### src/rtl/muldiv_seq.sv
`default_nettype none
// ============================================================================
// Module   : muldiv_seq
// Purpose  : Iterative RV32M multiply/divide sequencer beside the EX-stage ALU.
//            It uses shift-add multiply and restoring divide, one bit per
//            cycle, and presents a registered result for one cycle (DoneE) so
//            EX/MEM captures it in place of the ALU result.
// Revision : 1.0 - initial release
// ----------------------------------------------------------------------------
// Parameters
//   XLEN           operand/result width and iteration count. Mirrors
//                  riscv_pkg::XLEN (32) and must be a power of two.
// Ports
//   clk            rising-edge clock
//   rst            asynchronous, active-low reset
//   StartE         valid M-op in EX
//   FlushE         abort the current op; has priority over StartE
//   MulDivOpE[2:0] funct3: MUL, MULH, MULHSU, MULHU, DIV, DIVU, REM, REMU
//   SrcAE          rs1 (multiplicand / dividend)
//   SrcBE          rs2 (multiplier / divisor)
//   BusyE          stall request to the hazard unit (combinational)
//   DoneE          result valid this cycle
//   MulDivResultE  registered result, held until the next completion
// Configuration
//   MULDIV_FASTPATH_EN  when defined, divide-by-zero, signed divide overflow
//                       and multiply by zero go IDLE -> DONE in one cycle.
// ============================================================================
module muldiv_seq #(
    parameter int XLEN = 32
) (
    input  logic            clk,
    input  logic            rst,
    input  logic            StartE,
    input  logic            FlushE,
    input  logic [2:0]      MulDivOpE,
    input  logic [XLEN-1:0] SrcAE,
    input  logic [XLEN-1:0] SrcBE,
    output logic            BusyE,
    output logic            DoneE,
    output logic [XLEN-1:0] MulDivResultE
);
    localparam int              c_CW     = $clog2(XLEN);
    localparam logic [c_CW-1:0] c_LAST   = c_CW'(XLEN - 1);
    localparam logic [XLEN-1:0] c_MIN    = {1'b1, {(XLEN-1){1'b0}}};
    localparam logic [2:0]      c_OP_MUL    = 3'd0;
    localparam logic [2:0]      c_OP_MULH   = 3'd1;
    localparam logic [2:0]      c_OP_MULHSU = 3'd2;
    localparam logic [2:0]      c_OP_DIV    = 3'd4;
    localparam logic [2:0]      c_OP_REM    = 3'd6;

    typedef enum logic [1:0] {
        S_IDLE = 2'd0,
        S_RUN  = 2'd1,
        S_DONE = 2'd2
    } state_t;

    state_t          r_state;
    logic [c_CW-1:0] r_cnt;
    logic [2:0]      r_op;
    logic            r_neg;       // final result must be negated
    logic            r_special;   // special case: use r_spec_res
    logic [XLEN-1:0] r_spec_res;
    logic [XLEN-1:0] r_hi;        // product upper half / partial remainder
    logic [XLEN-1:0] r_lo;        // multiplier -> product low / dividend -> quotient
    logic [XLEN-1:0] r_opb;       // multiplicand or divisor magnitude
    logic [XLEN-1:0] r_result;

    // ---------------- start-edge decode ----------------
    logic            w_is_div, w_a_signed, w_b_signed, w_sa, w_sb;
    logic            w_div0, w_ovf, w_mul0, w_spec_hit;
    logic [XLEN-1:0] w_mag_a, w_mag_b, w_spec_res;

    assign w_is_div   = MulDivOpE[2];
    assign w_a_signed = (MulDivOpE == c_OP_MULH) | (MulDivOpE == c_OP_MULHSU) |
                        (MulDivOpE == c_OP_DIV)  | (MulDivOpE == c_OP_REM);
    assign w_b_signed = (MulDivOpE == c_OP_MULH) | (MulDivOpE == c_OP_DIV) |
                        (MulDivOpE == c_OP_REM);
    assign w_sa       = w_a_signed & SrcAE[XLEN-1];
    assign w_sb       = w_b_signed & SrcBE[XLEN-1];
    assign w_mag_a    = w_sa ? -SrcAE : SrcAE;
    assign w_mag_b    = w_sb ? -SrcBE : SrcBE;
    assign w_div0     = w_is_div & (SrcBE == '0);
    // Only the signed divide ops have B signed, so w_b_signed selects DIV/REM here.
    assign w_ovf      = w_is_div & w_b_signed & (SrcAE == c_MIN) & (&SrcBE);
    assign w_mul0     = ~w_is_div & ((SrcAE == '0) | (SrcBE == '0));
    assign w_spec_hit = w_div0 | w_ovf | w_mul0;

    // Architectural results for the corner cases; funct3[1] selects remainder.
    always_comb begin
        w_spec_res = '0;
        if (w_div0)
            w_spec_res = MulDivOpE[1] ? SrcAE : '1;
        else if (w_ovf)
            w_spec_res = MulDivOpE[1] ? '0 : SrcAE;
    end

    // ---------------- one iteration step ----------------
    logic [XLEN:0]   w_sum, w_shift, w_trial;
    logic [XLEN-1:0] w_hi_nx, w_lo_nx;

    assign w_sum   = r_lo[0] ? ({1'b0, r_hi} + {1'b0, r_opb}) : {1'b0, r_hi};
    assign w_shift = {r_hi, r_lo[XLEN-1]};
    assign w_trial = w_shift - {1'b0, r_opb};

    always_comb begin
        if (r_op[2]) begin
            // Restoring divide: keep the trial difference when it is non-negative.
            w_hi_nx = w_trial[XLEN] ? w_shift[XLEN-1:0] : w_trial[XLEN-1:0];
            w_lo_nx = {r_lo[XLEN-2:0], ~w_trial[XLEN]};
        end else begin
            // Shift-add multiply: the carry of the add becomes the new top bit.
            w_hi_nx = w_sum[XLEN:1];
            w_lo_nx = {w_sum[0], r_lo[XLEN-1:1]};
        end
    end

    // ---------------- sign fix-up and select (last RUN edge) ----------------
    logic [2*XLEN-1:0] w_prod, w_prod_fix;
    logic [XLEN-1:0]   w_quo_fix, w_rem_fix, w_final;

    assign w_prod     = {w_hi_nx, w_lo_nx};
    assign w_prod_fix = r_neg ? -w_prod : w_prod;
    assign w_quo_fix  = r_neg ? -w_lo_nx : w_lo_nx;
    assign w_rem_fix  = r_neg ? -w_hi_nx : w_hi_nx;

    always_comb begin
        w_final = '0;
        case (r_op)
            c_OP_MUL:             w_final = w_prod_fix[XLEN-1:0];
            3'd1, 3'd2, 3'd3:     w_final = w_prod_fix[2*XLEN-1:XLEN];
            3'd4, 3'd5:           w_final = w_quo_fix;
            default:              w_final = w_rem_fix;
        endcase
    end

    // ---------------- sequencer ----------------
    always_ff @(posedge clk or negedge rst) begin
        if (!rst) begin
            r_state    <= S_IDLE;
            r_cnt      <= '0;
            r_op       <= '0;
            r_neg      <= 1'b0;
            r_special  <= 1'b0;
            r_spec_res <= '0;
            r_hi       <= '0;
            r_lo       <= '0;
            r_opb      <= '0;
            r_result   <= '0;
        end else if (FlushE) begin
            r_state <= S_IDLE;
        end else begin
            case (r_state)
                S_IDLE: begin
                    if (StartE) begin
                        r_op       <= MulDivOpE;
                        r_cnt      <= '0;
                        r_hi       <= '0;
                        r_lo       <= w_is_div ? w_mag_a : w_mag_b;
                        r_opb      <= w_is_div ? w_mag_b : w_mag_a;
                        r_neg      <= (MulDivOpE == c_OP_REM) ? w_sa : (w_sa ^ w_sb);
                        r_special  <= w_spec_hit;
                        r_spec_res <= w_spec_res;
`ifdef MULDIV_FASTPATH_EN
                        if (w_spec_hit) begin
                            r_state  <= S_DONE;
                            r_result <= w_spec_res;
                        end else begin
                            r_state  <= S_RUN;
                        end
`else
                        r_state    <= S_RUN;
`endif
                    end
                end
                S_RUN: begin
                    r_hi  <= w_hi_nx;
                    r_lo  <= w_lo_nx;
                    r_cnt <= r_cnt + 1'b1;
                    if (r_cnt == c_LAST) begin
                        r_state  <= S_DONE;
                        r_result <= r_special ? r_spec_res : w_final;
                    end
                end
                // StartE is ignored here: the completing instruction is still in EX.
                default: r_state <= S_IDLE;
            endcase
        end
    end

    assign BusyE         = rst & (((r_state == S_IDLE) & StartE & ~FlushE) |
                                  (r_state == S_RUN));
    assign DoneE         = (r_state == S_DONE);
    assign MulDivResultE = r_result;

endmodule
`default_nettype wire
### config.mk
export PLATFORM = sky130hd
export DESIGN_NAME = muldiv_seq
export DESIGN_NICKNAME = d
export VERILOG_FILES = /design/src/rtl/muldiv_seq.sv
export SDC_FILE = /design/constraint.sdc
export NUM_CORES = 1
export LEC_CHECK = 0
export ABC_AREA = 1
export BUFFER_PORTS_ARGS = -buffer_cell sky130_fd_sc_hd__buf_2
export CORE_AREA = 2 2 219 221
export DETAILED_ROUTE_END_ITERATION = 10
export DIE_AREA = 0 0 221 223
export PLACE_DENSITY = 0.58
export SLEW_MARGIN = 30
export SYNTH_ARGS = -nofsm -noshare
export SYNTH_HDL_FRONTEND = slang
export SYNTH_SLANG_ARGS = --single-unit
### constraint.sdc
create_clock -name clk -period 10.7 [get_ports clk]
set_input_delay 0.535 -clock clk [delete_from_list [all_inputs] [get_ports clk]]
set_output_delay 0.535 -clock clk [all_outputs]
set_load 0.01 [all_outputs]
## After elaboration in Yosys (flattened, before gate mapping)

Index checks and enable logic that the tools add are counted.

- Add/sub/neg operators: 8
- Equal/unequal tests: 16
- Muxes and demuxes: 28
- Bitwise gates (word level): 23
- Reductions and logical operators: 12

Operator list:

| cell | count |
|---|---|
| $mux 32 | 16 |
| $neg 32->32 | 4 |
| $pmux 32 s2 | 2 |
| $pmux 32 s3 | 1 |
| $logic_not 32->1 | 2 |
| $mux 64 | 1 |
| $neg 64->64 | 1 |
| $add 32x32->33 | 1 |
| $mux 33 | 1 |
| $sub 33x32->33 | 1 |
| $eq 32x32->1 const B | 1 |
| $reduce_and 32->1 | 1 |
| $eq 3x3->1 const B | 4 |
| $and 1x1->1 | 10 |
| $pmux 5 s2 | 1 |
| $eq 3x2->1 const B | 3 |
| $or 1x1->1 | 9 |
| $reduce_and 3->1 | 3 |
| $eq 3x1->1 const B | 2 |
| $mux 2 | 3 |
| $ne 3x3->1 const B | 2 |
| $add 5x1->5 const B | 1 |
| $eq 5x5->1 const B | 1 |
| $mux 5 | 1 |
| 13 further kinds | 15 |

- Bits in registers: 172
- Input port bits: 71
- Output and inout port bits: 34

## Depth between registers and ports, before layout

Gate-level depths: netlist (run 1).

- Depth after elaboration: 9
- Depth in mapped cells: 36
- Mapped depth without buffers: 36

## Worst setup path after synthesis (run 1)

OpenSTA, ideal clock, no wires.

- Path kind: reg-to-reg
- Start: register r_lo[31]
- End: register r_result[24], in the netlist MulDivResultE[24]
- Arrival: 3886 ps
- Required time: 10583 ps
- Path slack: 6697 ps
- Stages on the path, launching flop included: 36
- Path buffers: 0
- Clock period less this slack: 4003 ps
- Path through: dfrtp_1 > inv_1 > ha_1 > inv_1 > fa_1 > nand2_1 > nand2_1 > nand3_2 > nand2_2 > nand2_1 > nand2_2 > nand2_4 > nand3_2 > nand3_2 > nand2_1 > inv_1 > ha_1 > nand2_1 > nor2_1 > nand2_1 > nor2_2 > nand2_1 > nor2_2 > nand3_1 > nor2_1 > nand2_1 > o21ai_2 > inv_2 > nor2_4 > nand3_1 > nand2_1 > nor2_1 > nor2_1 > nand2_1 > nand2_1 > nand2_1

- Word-level cells in the longest chain between the ends: 7
- Elaborated cells between the ends (all ways): 13

Ends and longest elaborated chain:

| element | RTL line | text |
|---|---|---|
| start, declared | 64 | `logic [XLEN-1:0] r_lo;` |
| start signal, assigned | 158 | `r_lo <= w_is_div ? w_mag_a : w_mag_b;` |
| start signal, assigned | 177 | `r_lo <= w_lo_nx;` |
| $sub 33x32->33 | 103 | `assign w_trial = w_shift - {1'b0, r_opb};` |
| $mux 32 or $not 1->1 (tied branches) | 108, 109 |  |
| $mux 32 | 106 | `if (r_op[2]) begin` |
| $neg 64->64 (tied with other cells) | 122 | `assign w_prod_fix = r_neg ? -w_prod : w_prod;` |
| $mux 64 (tied with other cells) | 122 |  |
| $pmux 32 s3 (*) | 128 | `case (r_op)` |
| $mux 32 (*) | 181 | `r_result <= r_special ? r_spec_res : w_final;` |
| end signal, assigned | 181 |  |
| end, declared | 66 | `logic [XLEN-1:0] r_result;` |

Every way passes the cells marked *; elsewhere a longest branch is shown, timed or not.
A chain may end at the register's enable or synchronous reset.

## Worst setup path after layout (run 1)

- Start: register r_lo[31]
- End: register r_result[8], in the netlist MulDivResultE[8]

The elaborated chain is that of the path after synthesis.

==> metrics.txt, run 1 <==
outcome=finished clean; Final Critical Period=4920 ps; share of cells above drive strength 1=9.09%; Cell Int Power=2330 µW; Max Clk Rate=203 MHz; first-pass GRT wire length=127000 µm; row count=80; P&R area growth vs syn=8.80%; ANT cells=0; crit path max fanout=9; CTS tree=yes; CTS buffer count=17; flops & latches, synth=172; routed vias/inst=5.77; largest family of logic cells by synthesized area=simple AND/OR/NAND/NOR gates; Filler Cells Inserted=5171; top post-synthesis cells by area=dfrtp_1 (23%), nand2_1 (18%), inv_1 (9.2%); CTS clk-pin slew, worst paths=80 ps; pwr/cell area=301 nW/µm²; Seq/Total Area, Yosys=23.1%; final net count=3309; slew margin rel.=30.7%; Mapped Nets=3265; Crit. End Element=flip-flop; post-synthesis simple-gate area fraction=37.9%; Longest Clk Path Bufs=2; mux cell area share after synthesis=0%; worst path required time=11060 ps; Via Count=21900; die area=49300 µm²; mapped cell area=18600 µm²; Synth Area per Inst=5.97 µm²; synth warn=0; CP startpoint kind=flip-flop; RR Startpoint=r_lo[31]$_DFFE_PN0P_; clock power share=10.9%; Synth Area in Adders=4.99%; crit path buf inv count=4; setup bufs post-CTS=0; Leak Pwr=0.0106 µW; final WL=86500 µm; clk sinks=172; drt wl/cell=22.8 µm; VDD IR max=0.150 mV; Synth Area in XOR/XNOR=4.42%; Worst Tran Pin Value=1030 ps; total grt overflow=0; Final GP Congestion=1.06; antenna violations before repair=4; Worst-Skew Late Latency=480 ps; Comb pwr share=73.6%; Worst R2R Path Depth=33; CP most frequent cell=nand2_1; Stages on worst setup path=33; Final Max Tran Viols=0; initial core utilization=39.5%; Port Buffers=104; Die Span Y=223 µm; NetSw=3760 µW; Critical Path Max Stage Delay=430 ps; Total Neg Setup Slack=0 ps; Post-CTS Hold Fix Bufs=0; Core Footprint=47100 µm²; class of the most critical setup path=flip-flop to flip-flop; slowest cell on the critical path=fa_1; Hold Violations, Final=0; maximum number of pins on one net before global-route repair=73; Gates resized, CTS repair=0; Clock Root Buffer=clkbuf_16; CP startpoint=r_lo[31]$_DFFE_PN0P_; Cells after Synth=3121; GRT Total Usage=34.3%; vias in the first global route=20400; RSZ-0062 raised after global routing=false; IO Pins=105; 1st-iter DRT viols=2402; post-synthesis compound-gate area fraction=17.5%; CTS H-tree lvls=4; multi-input gate area in the final layout=12100 µm²; DR DRC count=0; Post-DRT Antenna Nets=0; Reg area=4310 µm²; final core utilization=43.0%; width of the die=221 µm; sequential cell fraction of total power=15.5%; hpwl dp=69400 µm; cell family with most CP delay=simple AND/OR/NAND/NOR gates; sw frac=61.7%; # Max-Cap Violations=0; Worst Hold Class=input pin to async pin; library cells used by synthesis=51; Clock Skews=17.8 ps; # setup viols final=0; drt pass-1 iters=6; final worst path period share=46.0%; Synth top area share=23.1%; Synth area leader=dfrtp_1; Arrival @ worst endpoint=5280 ps
==> synthesized netlist by cell type, drive strengths merged <==
cell type and instances:
o21bai 5, o21ai 212, nand3 233, a2bb2oi 6, o2111ai 2, nor4 11, or2 1, a21o 3
a22oi 22, nand3b 13, and2 3, a21oi 192, clkbuf 74, clkinv 8, nand2 945, nand4 45
a41oi 2, a2111oi 1, a31oi 9, nor3 29, o22ai 53, inv 467, o221ai 24, dfrtp 172
xor2 65, nor2 354, o31ai 3, fa 2, ha 71, o21a 4, and3 2, buf 30
o211ai 27, xnor2 29, a21boi 2
==> routing by layer <==
metal | wire length [µm] | track usage (%) | up-vias | share of wire [%]
li1 | - | - | 10200 | -
met1 | 34800 | 42.8 | 10300 | 40
met2 | 38200 | 54.8 | 1149 | 44
met3 | 7170 | 6.39 | 251 | 8.3
met4 | 6310 | 21.9 | 4 | 7.3
met5 | 27 | 0 | - | 0.031
==> flip-flops by register name (all words and copies together) (netlist names) <==
signal and flops:
r_neg 1, r_special 1, r_hi 32, r_op 3, r_lo 32, MulDivResultE 32, r_state 2, r_opb 32
r_spec_res 32, r_cnt 5
==> worst paths after layout <==
check / end / slack [ps]
setup / recovery: MulDivResultE[8]$_DFFE_PN0P_ / 5780
hold / removal: r_spec_res[29]$_DFFE_PN0P_ / 10
setup reg to reg: MulDivResultE[8]$_DFFE_PN0P_ / 5780
hold reg to reg: MulDivResultE[11]$_DFFE_PN0P_ / 480
max in group asynchronous: r_op[2]$_DFFE_PN0P_ / 8750
min in group clk: r_spec_res[0]$_DFFE_PN0P_ / 380
==> logic make-up (layout without fill, tap and decap cells) <==
family	Yosys count	after routing
xor gates and xnor gates	94	94
DFF	172	172
buffers and inverters	579	636
AOI/OAI and AO/OA	567	567
and+or+nand+nor	1636	1636
adders and majority gates	73	73
==> final cells by class <==
type	instances	share of cell area, %
Inverter	475	8.80
Clock inverter	13	0.723
Timing Repair Buffer	129	3.55
Sequential cell	172	21.3
Tap cell	615	3.80
Clock buffer	19	2.19
Multi-Input combinational cell	2370	59.7
==> power by group through the flow <==
| stage | combinational (µW) | clock [µW] | sequential, µW |
|---|---|---|---|
| final | 4490 | 663 | 944 |
| after global routing | 4840 | 693 | 948 |
| after CTS | 4360 | 666 | 935 |
| after detailed placement | 4330 | 0 | 946 |
| after global placement | 4330 | 0 | 939 |
| after floorplan | 3030 | 0 | 854 |
==> metrics by stage <==
step                      power (µW)  setup slack [ps]  hold slack (ps)  instances  cell area, µm²
final                           6090              5780             14.5       3793           20300
after global routing            6490              5350             33.2       3793           20300
after CTS                       5960              5890             23.6       3793           20300
after detailed placement        5280              5910              461       3761           19700
after global placement          5270              5920              457       3761           19700
after floorplan                 3880              6700              239       3121           18600
==> cell usage in the layout (no fill, tap or decap), drive strengths merged, types with 2 or more instances in the layout <==
cell type,n
clkinv,11
xor2,65
fa,2
o22ai,53
o211ai,27
a2bb2oi,6
nor4,11
nand3b,13
o21ai,212
nor3,29
buf,129
a41oi,2
xnor2,29
nand3,233
nor2,354
nand4,45
o221ai,24
o21bai,5
o31ai,3
and3,2
o21a,4
a21oi,192
a21boi,2
a31oi,9
nand2,945
a21o,3
ha,71
clkbuf,19
and2,3
dfrtp,172
a22oi,22
o2111ai,2
inv,476
No activity file was read; power rests on OpenSTA's default activity.
==> run 2, diff against run 1 <==
- clock period: 10.7 -> 4.9 ns (I/O delays scaled with it)
==> run 2 against run 1 <==
Against the previous run: cell area increased by 1.8%; die area unchanged; final cell count increased by 1.1%; first-iteration DRC count increased by 3.4%; sequential share of layout area decreased by 0.38 points; setup slack got worse by 5400 ps; via count increased by 0.53%; sequential power increased by 110%; global-route usage increased by 1.9 points; worst hold slack improved by 91 ps; combinational power increased by 130%; largest cell class unchanged.
==> metrics.txt, run 2 (synthesized netlist as in run 1, its figures left out) <==
outcome=finished clean; CP most frequent cell=nand2_1; GRT Total Usage=36.3%; Leak Pwr=0.0108 µW; RSZ-0062 raised after global routing=true; cell family with most CP delay=simple AND/OR/NAND/NOR gates; first-pass GRT wire length=133000 µm; final core utilization=43.8%; most frequent cells in the layout=nand2_1 (891), inv_1 (454), nor2_1 (311); slew margin rel.=26.4%; crit path max fanout=5; Core Footprint=47100 µm²; clk sinks=172; Clock Skews=19.7 ps; final net count=3350; Worst-Skew Late Latency=480 ps; slowest cell on the critical path=a21oi_1; VDD IR max=0.341 mV; # Max-Cap Violations=0; maximum number of pins on one net before global-route repair=120; routed vias/inst=5.73; Filler Cells Inserted=5203; Max Clk Rate=220 MHz; Worst Hold Class=input pin to flip-flop; Post-DRT Antenna Nets=0; width of the die=221 µm; Worst Tran Pin Value=1090 ps; final worst path period share=93.0%; CTS clk-pin slew, worst paths=80 ps; Hold Violations, Final=0; worst setup margin=345 ps; drt wl/cell=23.7 µm; DR DRC count=0; drt pass-1 iters=7; CTS H-tree lvls=4; Pwr Total=13800 µW; Crit. End Element=flip-flop; vias in the first global route=20600; share of cells above drive strength 1=10.3%; # setup viols final=0; Via Count=22000; CP Cell Sequence=ha_1 > a21oi_1 > o21ai_0 > inv_1 > nand2_1 > nand2_1 > nand2_1 > xor2_1 > o21ai_0 > nand2_2 > nor2_2 > nand2_1 > nor2_2 > nand3_1 > nand2_1 > nand3_1 > nand3_1 > nand4_1 > nand2_1 > nand2_1; total grt overflow=0; ANT cells=0; initial core utilization=39.5%; IO Pins=105; pwr/cell area=668 nW/µm²; Critical Path Max Stage Delay=520 ps; CP startpoint kind=flip-flop; antenna violations before repair=1; Arrival @ worst endpoint=4920 ps; Longest Clk Path Bufs=2; Port Buffers=104; worst path required time=5260 ps; die area=49300 µm²; crit path buf inv count=1; 1st-iter DRT viols=2484; Post-Place Setup Slack=183 ps; class of the most critical setup path=flip-flop to flip-flop; P&R area growth vs syn=10.8%; row count=80; Final Critical Period=4560 ps; CTS tree=yes; WHS=105 ps; Final Max Tran Viols=0; Clock Root Buffer=clkbuf_16; Final GP Congestion=1.02; Die Span Y=223 µm; final WL=91100 µm; CTS buffer count=17; hpwl dp=74200 µm; commonest non-fill, non-tap cell in the layout=nand2_1
[run 2: cell count changes in the layout (fill, tap and decap cells not counted), sizes merged]
cell         previous run  this run
inv                   476       475
dlygate4sd3             0         1
bufinv                  1         2
buf                   129       169
[run 2: stage by stage]
step | setup TNS [ps] | area, µm² | instances
after detailed placement | 0 | 20000 | 3799
after floorplan | 0 | 18600 | 3121
after CTS | 0 | 20600 | 3832
final | 0 | 20600 | 3834
after global routing | -192 | 20600 | 3834
after global placement | 0 | 20000 | 3799
[run 2: area by class of cell]
class	count	area [µm²]	share of cell area (%)
Multi-Input combinational cell	2370	12100	58.8
Sequential cell	172	4310	20.9
Inverter	475	1790	8.66
Timing Repair Buffer	170	1040	5.03
Tap cell	615	769	3.73
Clock buffer	19	433	2.10
Clock inverter	13	171	0.831
[run 2: what timing repair did]
item / 4_1_cts / 5_1_grt
hold buffers: 1 / 0
setup buffers: 0 / 2
hold endpoints to repair: 53 / 0
gates resized for setup: 0 / 9
endpoints found under the setup margin: 0 / 16
[run 2: metal layers]
| metal | track usage, % | vias to the layer above | wire length (µm) |
|---|---|---|---|
| li1 | - | 10300 | - |
| met1 | 46.1 | 10400 | 37000 |
| met2 | 58.8 | 1153 | 41400 |
| met3 | 6.39 | 207 | 7360 |
| met4 | 19.4 | 0 | 5370 |
| met5 | 0 | - | 0 |
[run 2: worst paths after layout]
| check | from | endpoint | slack [ps] | depth (start not counted) |
|---|---|---|---|---|
| worst min register to register | MulDivResultE[17]$_DFFE_PN0P_ | MulDivResultE[17]$_DFFE_PN0P_ | 480 | 2 |
| min in group asynchronous | rst | MulDivResultE[7]$_DFFE_PN0P_ | 300 | 2 |
| worst max register to register | r_hi[7]$_DFFE_PN0P_ | MulDivResultE[31]$_DFFE_PN0P_ | 340 | 20 |
| worst max-delay path | r_hi[7]$_DFFE_PN0P_ | MulDivResultE[31]$_DFFE_PN0P_ | 340 | 20 |
| worst min-delay path | MulDivOpE[0] | r_op[0]$_DFFE_PN0P_ | 110 | 3 |
| max in group asynchronous | rst | r_op[2]$_DFFE_PN0P_ | 3350 | 3 |
[run 2: power breakdown]
part / switching [µW] / total (µW) / internal (µW) / leakage (µW)
clock network: 727 / 1510 / 779 / 0.000298
logic: 7390 / 10300 / 2880 / 0.00824
registers: 336 / 2010 / 1680 / 0.00223
[run 2: tightest hold or removal path, stage by stage]
cell	delay, ps
buf_2	110
inv_1	80
o21ai_0	90
